### config.mk
export PLATFORM = sky130hd
export DESIGN_NAME = lfsr_gen
export DESIGN_NICKNAME = d
export VERILOG_FILES = /design/src/rtl/lfsr_gen.sv
export SDC_FILE = /design/constraint.sdc
export NUM_CORES = 1
export LEC_CHECK = 0
export BUFFER_PORTS_ARGS = -buffer_cell sky130_fd_sc_hd__clkbuf_2
export CAP_MARGIN = 5
export CORE_UTILIZATION = 46
export CTS_BUF_LIST = sky130_fd_sc_hd__clkbuf_4 sky130_fd_sc_hd__clkbuf_8
export CTS_CLUSTER_DIAMETER = 80
export DETAILED_ROUTE_END_ITERATION = 12
export PLACE_DENSITY = 0.69
export SYNTH_ARGS = -nofsm -noshare
export SYNTH_HDL_FRONTEND = slang
export SYNTH_SLANG_ARGS = --single-unit
### constraint.sdc
create_clock -name clk -period 6.6 [get_ports clk]
set_clock_uncertainty 0.1 [all_clocks]
set_input_delay 0.33 -clock clk [delete_from_list [all_inputs] [get_ports clk]]
set_output_delay 0.33 -clock clk [all_outputs]
set_load 0.005 [all_outputs]
### src/rtl/lfsr_gen.sv
// Parametrised Fibonacci LFSR with loadable seed/taps, counted and free-run
// stepping, a busy/done handshake and a wrap pulse when the state returns to the seed.
module lfsr_gen #(
    parameter int               WIDTH      = 8,
    parameter logic [WIDTH-1:0] TAPS       = WIDTH'(8'h1D),
    parameter logic [WIDTH-1:0] RESET_SEED = WIDTH'(8'h01),
    parameter int               CNT_W      = 16
) (
    input  logic             clk,
    input  logic             rst,
    input  logic             load,
    input  logic [WIDTH-1:0] din,
    input  logic [WIDTH-1:0] tap_in,
    input  logic             start,
    input  logic [CNT_W-1:0] steps,
    input  logic             free_run,
    output logic [WIDTH-1:0] dout,
    output logic             sout,
    output logic             busy,
    output logic             done,
    output logic             wrap
);

    typedef enum logic {IDLE, RUN} fsm_t;

    fsm_t             fsm, fsm_nxt;
    logic [WIDTH-1:0] lfsr, lfsr_nxt;
    logic [WIDTH-1:0] seed, seed_nxt;
    logic [WIDTH-1:0] taps, taps_nxt;
    logic [WIDTH-1:0] shifted;
    logic [CNT_W-1:0] cnt, cnt_nxt;
    logic             fb;
    logic             shift;
    logic             done_nxt;
    logic             wrap_nxt;

    // The all-zero term forces a 1 in so a zero state can never lock up.
    always_comb begin
        fb      = (^(lfsr & taps)) ^ (lfsr == '0);
        shifted = {fb, lfsr[WIDTH-1:1]};
    end

    always_comb begin
        fsm_nxt  = fsm;
        lfsr_nxt = lfsr;
        seed_nxt = seed;
        taps_nxt = taps;
        cnt_nxt  = cnt;
        done_nxt = 1'b0;
        wrap_nxt = 1'b0;
        shift    = 1'b0;

        if (load) begin
            lfsr_nxt = din;
            seed_nxt = din;
            taps_nxt = tap_in;
            fsm_nxt  = IDLE;
        end else begin
            case (fsm)
                IDLE: begin
                    if (start) begin
                        if (steps == '0) begin
                            done_nxt = 1'b1;
                        end else begin
                            fsm_nxt = RUN;
                            cnt_nxt = steps;
                        end
                    end else if (free_run) begin
                        shift = 1'b1;
                    end
                end
                RUN: begin
                    shift   = 1'b1;
                    cnt_nxt = cnt - CNT_W'(1);
                    if (cnt == CNT_W'(1)) begin
                        fsm_nxt  = IDLE;
                        done_nxt = 1'b1;
                    end
                end
                default: fsm_nxt = IDLE;
            endcase
        end

        // Wrap compares against the seed as it stands before this edge.
        if (shift) begin
            lfsr_nxt = shifted;
            wrap_nxt = (shifted == seed);
        end
    end

    always_ff @(posedge clk) begin
        if (rst) begin
            fsm  <= IDLE;
            lfsr <= RESET_SEED;
            seed <= RESET_SEED;
            taps <= TAPS;
            cnt  <= '0;
            done <= 1'b0;
            wrap <= 1'b0;
        end else begin
            fsm  <= fsm_nxt;
            lfsr <= lfsr_nxt;
            seed <= seed_nxt;
            taps <= taps_nxt;
            cnt  <= cnt_nxt;
            done <= done_nxt;
            wrap <= wrap_nxt;
        end
    end

    assign dout = lfsr;
    assign sout = lfsr[0];
    assign busy = (fsm == RUN);

endmodule

==> flow_summary.yaml, run 1 <==
clock_network:
  cts_inserted_buffers: 5
  tritoncts: "done"
  cts-resized-gates: 0
  htree_num_levels: 2
  cts_setup_buffers: 0
  hold_buffers: 0
  clock-sinks: 43
  cts_buffer_depth: 2
  cts-root-buf: "clkbuf_8"
  clk_latency_ns: 0.30
  path_clk_slew_ns: 0.08
setup_path:
  cpMaxStageDelayCell: "dfxtp_1"
  cp-startpoint: "busy$_SDFF_PP0_"
  endpoint_kind: "register"
  path_delay_family: "flip-flops"
  cp.depth: 5
  arrival_ns: 2.72
  crit_top_cell: "a21oi_1"
  endpoint: "cnt[7]$_SDFFE_PP0P_"
  crit_path_max_fanout: 29
  cp_data_required_time_ns: 6.71
  slowest_delay_ns: 0.97
  path_cells: "inv_1 -> nor4_1 -> a21oi_1 -> or2_2 -> a21oi_1"
  r2r_slack_ns: 3.99
  r2r_end: "cnt[7]$_SDFFE_PP0P_"
  startpoint_type: "register"
  critPathBufInv: 1
  worstReg2RegStart: "busy$_SDFF_PP0_"
  worstSetupPathType: "register to register"
  reg2reg_depth: 5
synth:
  synthTopCellsByCount: "dfxtp_1 (43), nor2_1 (35), nand2_1 (27), a21oi_1 (26), clkbuf_1 (17)"
  synth_most_common_cell: "dfxtp_1"
  synth_seq_area_share: 0.3656
  ys.flop_type: "dfxtp_1"
  yosysWarnings: 0
  syn_inst: 291
  synthesis.area_um2: 2355
  synth_top_cell_by_area: "dfxtp_1"
  avgSynthCellArea_um2: 8.092
  syn_nets: 330
  synthTopCellsByArea: "dfxtp_1 (37%), nor2_1 (5.6%), a21oi_1 (5.5%)"
  synth_edf_count: 0
  async_flop_share: 0
  synth_top_area_frac: 0.3656
  ys_types: 46
  ys_ff_latch: 43
placement:
  numPortBuffers: 48
  dpl_cell_area_um2: 2595
  post-dp-hpwl_mm: 3.825
  routabilityCongestion: 0.8245
floorplan:
  die_h_um: 73.55
  core_um2: 4817
  ioPinCount: 49
  rows: 25
  die_area_um2: 5409
  start_util: 0.4888
  chipWidth_um: 73.55
timing:
  period_minus_slack_ns: 2.609
  hold_viol: 0
  setup_tns_ns: 0
  setup_viol: 0
  max_freq_ghz: 0.3833
  rsz0062_at_grt: "no"
  worst_slew_pin_slew_ns: 0.9846
  slew_headroom: 0.3427
  fin_crit_sh: 0.3952
  slew_violations: 0
drt:
  postRouteAntennaNets: 0
  drc: 0
  vias: 2177
  wl_met3_um: 231
  maxUsedRoutingLayer: "met4"
  wl_per_cell_um: 13.79
  routed_wirelength_mm: 5.420
  drtIter0Drc: 129
  wl_met1_mm: 2.578
  wl_met2_mm: 2.548
  first_pass_iters: 4
  avgViaCountPerCell: 5.539
grt:
  grt_overflow_total: 0
  grt_pass1_wl_mm: 9.025
  grt_max_degree: 44
  grt_pass1_vias: 1942
  grtUsageTotal: 0.2169
  antenna_found_initial: 0
layout:
  final_nets: 364
  num_antenna_cells: 0
  layout-drive-gt1-share: 0.2086
  final_area_um2: 2699
  final.fill_count: 477
  synthToLayoutAreaGrowth_pct: 14.61
power_and_ir_drop:
  power.density_nw_per_um2: 225.4
  p_total_uw: 608.4
  power.leakage_nw: 1.140
  irDropWorstVdd_uv: 137.2
worst_hold_path:
  whs_path_depth: 2
  hp-class: "primary input to register"
run:
  maxCapViolations: 0
outcome:
  status: "complete, no violations"
## per-stage QoR
step / setup slack [ns] / hold WS [ns] / util / cells
floorplan: 4.293 / 0.3396 / - / 291
global placement: 3.985 / 0.3584 / 0.5387 / 385
detailed placement: 3.926 / 0.3648 / 0.5387 / 385
CTS: 4.052 / 0.1284 / 0.5603 / 393
global route: 3.768 / 0.1257 / 0.5603 / 393
finish: 3.991 / 0.1344 / 0.5603 / 393
## routing by layer
metal | up-vias | track usage
li1 | 1095 | -
met1 | 1017 | 0.3023
met2 | 60 | 0.3384
met3 | 5 | 0.03704
met4 | 0 | 0.07265
met5 | - | 0
## flip-flops by register name (all words and copies together) (netlist names)
name	cells
busy	1
wrap	1
done	1
taps	8
seed	8
dout	8
cnt	16
## how the worst min path moves through the flow
stage / startpoint / to / slack [ns]
6_report: tap_in[4] / taps[4]$_SDFFE_PP1P_ / 0.13
2_1_floorplan: cnt[1]$_SDFFE_PP0P_ / cnt[1]$_SDFFE_PP0P_ / 0.34
3_3_place_gp: cnt[1]$_SDFFE_PP0P_ / cnt[1]$_SDFFE_PP0P_ / 0.36
5_1_grt: tap_in[3] / taps[3]$_SDFFE_PP1P_ / 0.13
3_5_place_dp: cnt[1]$_SDFFE_PP0P_ / cnt[1]$_SDFFE_PP0P_ / 0.36
4_1_cts: tap_in[4] / taps[4]$_SDFFE_PP1P_ / 0.13
## report_power, final
part / total (mW) / leakage [nW] / internal [mW] / switching (mW)
Clock: 0.186 / 0.0505 / 0.0952 / 0.0908
Sequential: 0.293 / 0.354 / 0.275 / 0.0182
Combinational: 0.129 / 0.735 / 0.0631 / 0.0661
Total: 0.608 / 1.14 / 0.433 / 0.175
## cell usage in the layout, fill, tap and decap left out, types with 3 or more instances in the layout
cell,count
xor2_1,3
nor3_1,6
a211o_1,8
o21a_1,9
dfxtp_1,43
clkbuf_8,7
or2_2,4
o21ai_0,12
o21bai_1,4
nor4_1,16
clkbuf_2,48
a21oi_1,26
xnor2_1,9
nand2_1,27
mux2i_1,13
nor2b_1,11
inv_1,4
nor2_1,35
or3_1,4
nand2b_1,3
## kinds of logic after synthesis
| group | after synthesis | share of synthesized area |
|---|---|---|
| AO/OA/AOI/OAI | 73 | 0.2014 |
| XOR/XNOR | 14 | 0.06376 |
| adder cells (fa/ha/maj) | 2 | 0.01063 |
| buffers and inverters | 27 | 0.04676 |
| flip-flops | 43 | 0.3656 |
| multiplexers | 14 | 0.06004 |
| AND/OR/NAND/NOR | 118 | 0.2519 |
## cell type report
type / instances / area, um^2 / area share
flip-flops and latches: 43 / 860.8 / 0.3190
inverters: 5 / 18.77 / 0.006954
clock buffers: 7 / 96.34 / 0.03570
clock inverters: 1 / 7.507 / 0.002782
repair buffers: 49 / 247.7 / 0.09179
multi-input cells: 221 / 1384 / 0.5127
well taps: 67 / 83.83 / 0.03106
Power figures use the tool's default switching activity.
==> run 2: changes to the inputs <==
--- a/config.mk
+++ b/config.mk
@@ -11,7 +11,7 @@
 export CTS_BUF_LIST = sky130_fd_sc_hd__clkbuf_4 sky130_fd_sc_hd__clkbuf_8
 export CTS_CLUSTER_DIAMETER = 80
 export DETAILED_ROUTE_END_ITERATION = 12
-export PLACE_DENSITY = 0.69
+export PLACE_DENSITY = 0.72
 export SYNTH_ARGS = -nofsm -noshare
 export SYNTH_HDL_FRONTEND = slang
 export SYNTH_SLANG_ARGS = --single-unit
==> constraint.sdc (replaced) <==
create_clock -name clk -period 2.2 [get_ports clk]
set_clock_uncertainty 0.1 [all_clocks]
set_input_delay 0.11 -clock clk [delete_from_list [all_inputs] [get_ports clk]]
set_output_delay 0.11 -clock clk [all_outputs]
set_load 0.005 [all_outputs]
==> run 2 against run 1 <==
Critical path type unchanged. Non-clock buffer count grew 37. First-iteration DRC count shrank 5.4%. Critical endpoint is now cnt[15]$_SDFFE_PP0P_. Sequential share of layout area fell by 3.7 points. Design area is 13% higher. Sequential power rose to 3.0 times the previous value. Power grew to 3.3 times the previous value. Fmax increased by 20%. Register-to-register slack lost 4.0 ns. Utilization grew 7.4 points. Worst setup slack worse by 4.0 ns. Combinational power grew to 3.8 times the previous value. Final cell count rose by 9.4%.
==> flow_summary.yaml, run 2 (synthesis gave the netlist of run 1 again) <==
outcome:
  status: "complete, no violations"
drt:
  postRouteAntennaNets: 0
  avgViaCountPerCell: 5.333
  drtIter0Drc: 122
  routed_wirelength_mm: 5.823
  vias: 2293
  wl_per_cell_um: 13.54
  drc: 0
  first_pass_iters: 4
power_and_ir_drop:
  power.leakage_nw: 1.320
  p_total_mw: 1.989
  irDropWorstVdd_uv: 508.8
  power.density_nw_per_um2: 650.9
clock_network:
  cts-root-buf: "clkbuf_8"
  cts_inserted_buffers: 5
  cts_buffer_depth: 2
  tritoncts: "done"
  cts_setup_buffers: 0
  clock-sinks: 43
  clk_latency_ns: 0.30
  path_clk_slew_ns: 0.08
  htree_num_levels: 2
timing:
  max_freq_ghz: 0.4591
  hold_viol: 0
  period_minus_slack_ns: 2.178
  setup_viol: 0
  slew_headroom: 0.3848
  rsz0062_at_grt: "yes"
  fin_crit_sh: 0.9901
  worst_slack_ns: 0.02182
  worst_slew_pin_slew_ns: 0.9229
  slew_violations: 0
  fin_hold_ws_ns: 0.06584
setup_path:
  cp_data_required_time_ns: 2.32
  startpoint_type: "register"
  arrival_ns: 2.30
  endpoint_kind: "register"
  reg2reg_depth: 5
  worstSetupPathType: "register to register"
  crit_path_max_fanout: 2
layout:
  final_nets: 401
  regArea_um2: 863.3
  final_cell_mix: "clkbuf_2 (48), dfxtp_1 (41), nor2_1 (34)"
  multi_input_area_um2: 1408
  layout_commonest_cell: "clkbuf_2"
  num_antenna_cells: 0
  largest_reg_flops: 16
  final.fill_count: 422
  layout-drive-gt1-share: 0.2534
  synthToLayoutAreaGrowth_pct: 29.81
  top_register: "cnt"
floorplan:
  core_um2: 4817
  rows: 25
  start_util: 0.4888
  chipWidth_um: 73.55
  die_h_um: 73.55
  ioPinCount: 49
  die_area_um2: 5409
worst_hold_path:
  whs_path_depth: 4
  hp-class: "primary input to register"
grt:
  use_met2: 0.3680
  grt_max_degree: 44
  grt_pass1_vias: 2031
  antenna_found_initial: 0
  met1_usage: 0.3098
  grt_pass1_wl_mm: 9.446
  grt_use_met3: 0.03841
  grt.busiest_layer: "met2"
  grt_overflow_total: 0
  grtUsageTotal: 0.2275
placement:
  routabilityCongestion: 0.8781
  numPortBuffers: 48
  post-dp-hpwl_mm: 3.980
  dp_slack_ns: -0.07904
run:
  maxCapViolations: 0
==> run 2: final timing paths <==
check / start / to / slack [ns]
max: cnt[8]$_SDFFE_PP0P_ / cnt[15]$_SDFFE_PP0P_ / 0.02
min: steps[2] / cnt[2]$_SDFFE_PP0P_ / 0.07
max reg2reg: cnt[8]$_SDFFE_PP0P_ / cnt[15]$_SDFFE_PP0P_ / 0.02
min reg2reg: cnt[1]$_SDFFE_PP0P_ / cnt[1]$_SDFFE_PP0P_ / 0.37
==> run 2: stage by stage <==
stage / cell area (um^2) / util / std cells / TNS (ns)
floorplan: 2356 / - / 291 / -0.1131
global placement: 2746 / 0.5701 / 405 / -0.03048
detailed placement: 2746 / 0.5701 / 405 / -0.1462
CTS: 3054 / 0.6340 / 430 / -0.02294
global route: 3057 / 0.6345 / 430 / -0.04203
finish: 3057 / 0.6345 / 430 / 0
==> run 2: report_power, final <==
group	switching, mW	internal [mW]	total [mW]
combinational	0.232	0.256	0.488
sequential	0.0419	0.826	0.868
clock	0.292	0.342	0.634
==> run 2: what timing repair did <==
item,in CTS,in global routing
endpoints found under the hold margin,18,0
setup endpoints to repair,3,3
gates resized for setup,5,1
hold buffers,17,0
pin swaps,2,1
==> run 2: cell type report <==
type / count / area share
well taps: 67 / 0.02743
flip-flops and latches: 43 / 0.2824
clock buffers: 5 / 0.02251
repair buffers: 86 / 0.1858
inverters: 5 / 0.006140
clock inverters: 3 / 0.01515
multi-input cells: 221 / 0.4605
==> run 2: critical path: stages (launching register included) <==
cell,delay [ns]
dfxtp_2,0.33
or4_4,0.54
or4_4,0.43
or3_1,0.32
a311o_1,0.28
a21oi_2,0.11
==> run 2: metal layers <==
| metal | wire length (um) | share of wire |
|---|---|---|
| met1 | 2742 | 0.47 |
| met2 | 2731 | 0.47 |
| met3 | 271 | 0.047 |
| met4 | 78 | 0.013 |
| met5 | 0 | 0 |
==> run 3: changes to the inputs <==
==> config.mk (replaced) <==
export PLATFORM = sky130hd
export DESIGN_NAME = lfsr_gen
export DESIGN_NICKNAME = d
export VERILOG_FILES = /design/src/rtl/lfsr_gen.sv
export SDC_FILE = /design/constraint.sdc
export NUM_CORES = 1
export LEC_CHECK = 0
export CORE_UTILIZATION = 46
export CTS_BUF_LIST = sky130_fd_sc_hd__clkbuf_4 sky130_fd_sc_hd__clkbuf_8
export CTS_CLUSTER_DIAMETER = 80
export DETAILED_ROUTE_END_ITERATION = 12
export DONT_BUFFER_PORTS = 1
export SYNTH_ARGS = -nofsm -noshare
export SYNTH_HDL_FRONTEND = slang
export SYNTH_SLANG_ARGS = --single-unit
==> run 3 against run 2 <==
Clock power grew 2%. Fmax rose by 2.3%. Count of clock-buffer cells in the layout grew 1. Largest power group unchanged.
==> flow_summary.yaml, run 3 (synthesis gave the netlist of run 1 again) <==
setup_path:
  crit_top_cell: "or4_4"
  worstSetupPathType: "register to register"
  path_cells: "or4_4 -> or4_4 -> or3_1 -> a311o_1 -> a21oi_2"
  crit_path_max_fanout: 2
  path_delay_family: "simple AND/OR/NAND/NOR gates"
  startpoint_type: "register"
  cpMaxStageDelayCell: "or4_4"
  cp_data_required_time_ns: 2.34
  slowest_delay_ns: 0.53
  endpoint_kind: "register"
  critPathBufInv: 0
  arrival_ns: 2.27
drt:
  routed_wirelength_mm: 6.135
  wl_per_cell_um: 15.26
  drc: 0
  first_pass_iters: 5
  postRouteAntennaNets: 0
  drtIter0Drc: 160
  avgViaCountPerCell: 5.493
  vias: 2208
clock_network:
  cts_setup_buffers: 0
  path_clk_slew_ns: 0.08
  cts-root-buf: "clkbuf_8"
  cts_inserted_buffers: 5
  clock-sinks: 43
  clk_latency_ns: 0.30
  htree_num_levels: 2
  tritoncts: "done"
  cts_buffer_depth: 2
timing:
  slew_violations: 0
  worst_slack_ns: 0.06976
  setup_viol: 0
  hold_viol: 0
  max_freq_ghz: 0.4694
  period_minus_slack_ns: 2.130
  rsz0062_at_grt: "no"
  slew_headroom: 0.6658
  worst_slew_pin_slew_ns: 0.4997
  fin_crit_sh: 0.9683
placement:
  post-dp-hpwl_mm: 3.909
  numPortBuffers: 0
  routabilityCongestion: 0.7968
  dp_slack_ns: -0.03764
floorplan:
  die_h_um: 73.55
  ioPinCount: 49
  start_util: 0.4888
  core_um2: 4817
  die_area_um2: 5409
  chipWidth_um: 73.55
  rows: 25
power_and_ir_drop:
  power.leakage_nw: 1.246
  power.density_nw_per_um2: 654.0
  irDropWorstVdd_uv: 396.1
layout:
  layout-drive-gt1-share: 0.1493
  final_cell_mix: "dfxtp_1 (41), nor2_1 (34), dlygate4sd3_1 (34)"
  num_antenna_cells: 0
  final_nets: 373
  largest_reg_flops: 16
  final.fill_count: 453
  utilization: 0.6314
  top_register: "cnt"
  layout_commonest_cell: "dfxtp_1"
  synthToLayoutAreaGrowth_pct: 29.17
grt:
  grt_max_degree: 33
  grtUsageTotal: 0.2430
  antenna_found_initial: 0
  grt_overflow_total: 0
  grt_pass1_wl_mm: 10.01
  grt_pass1_vias: 2103
run:
  maxCapViolations: 0
worst_hold_path:
  hp-class: "primary input to register"
outcome:
  status: "complete, no violations"
## run 3: cell count changes in the layout (fill, tap and decap cells not counted), moves of 2 or more
cell | previous run | this run
buf_4 | 21 | 23
nor4_1 | 15 | 13
nor4_2 | 0 | 2
dlygate4sd3_1 | 17 | 34
clkbuf_2 | 48 | 0
## run 3: final cells by class
cell class	count	area [um^2]	area share
Multi-Input combinational cell	221	1425	0.4685
Clock inverter	2	35.03	0.01152
Timing Repair Buffer	58	533.0	0.1752
Tap cell	67	83.83	0.02756
Inverter	5	18.77	0.006170
Clock buffer	6	82.58	0.02715
Sequential cell	43	863.3	0.2838
## run 3: final timing paths
path / start / endpoint / slack [ns] / depth (start not counted)
max: cnt[8]$_SDFFE_PP0P_ / cnt[15]$_SDFFE_PP0P_ / 0.07 / 5
min: steps[7] / cnt[7]$_SDFFE_PP0P_ / 0.01 / 3
max reg2reg: cnt[8]$_SDFFE_PP0P_ / cnt[15]$_SDFFE_PP0P_ / 0.07 / 5
min reg2reg: cnt[1]$_SDFFE_PP0P_ / cnt[1]$_SDFFE_PP0P_ / 0.38 / 2
## run 3: metrics by stage
| step | power, mW | setup TNS (ns) | hold slack (ns) | instances | area, um^2 |
|---|---|---|---|---|---|
| finish | 1.989 | 0 | 0.01326 | 402 | 3042 |
| global placement | 1.266 | -0.01487 | 0.07907 | 359 | 2521 |
| global route | 2.080 | 0 | 0.03142 | 402 | 3042 |
| CTS | 1.989 | -0.04538 | 0.002864 | 402 | 3007 |
| detailed placement | 1.270 | -0.03764 | 0.08240 | 359 | 2521 |
| floorplan | 1.180 | -0.1131 | 0.1279 | 291 | 2356 |
## run 3: repair_timing
action	CTS	global route
gates resized for setup	2	7
endpoints found under the setup margin	1	5
hold buffers	35	0
pin swaps	3	2
hold endpoints to repair	43	0
## run 3: layer usage
layer	part of all wire	track usage	wire [um]	vias up
li1	-	-	-	1122
met1	0.50	0.3520	3063	1029
met2	0.45	0.3619	2745	50
met3	0.042	0.04527	259	7
met4	0.011	0.07906	68	0
met5	0	0	0	-
## run 3: worst register-to-register path, stage by stage (launching register included)
cell and delay (ns):
dfxtp_2 0.32, or4_4 0.53, or4_4 0.42, or3_1 0.32, a311o_1 0.28, a21oi_2 0.11
## run 3: where the power goes
group / switching, mW / total [mW] / leakage, nW / internal, mW
sequential: 0.0412 / 0.867 / 0.355 / 0.825
clock: 0.279 / 0.646 / 0.0612 / 0.368
combinational: 0.217 / 0.476 / 0.830 / 0.259
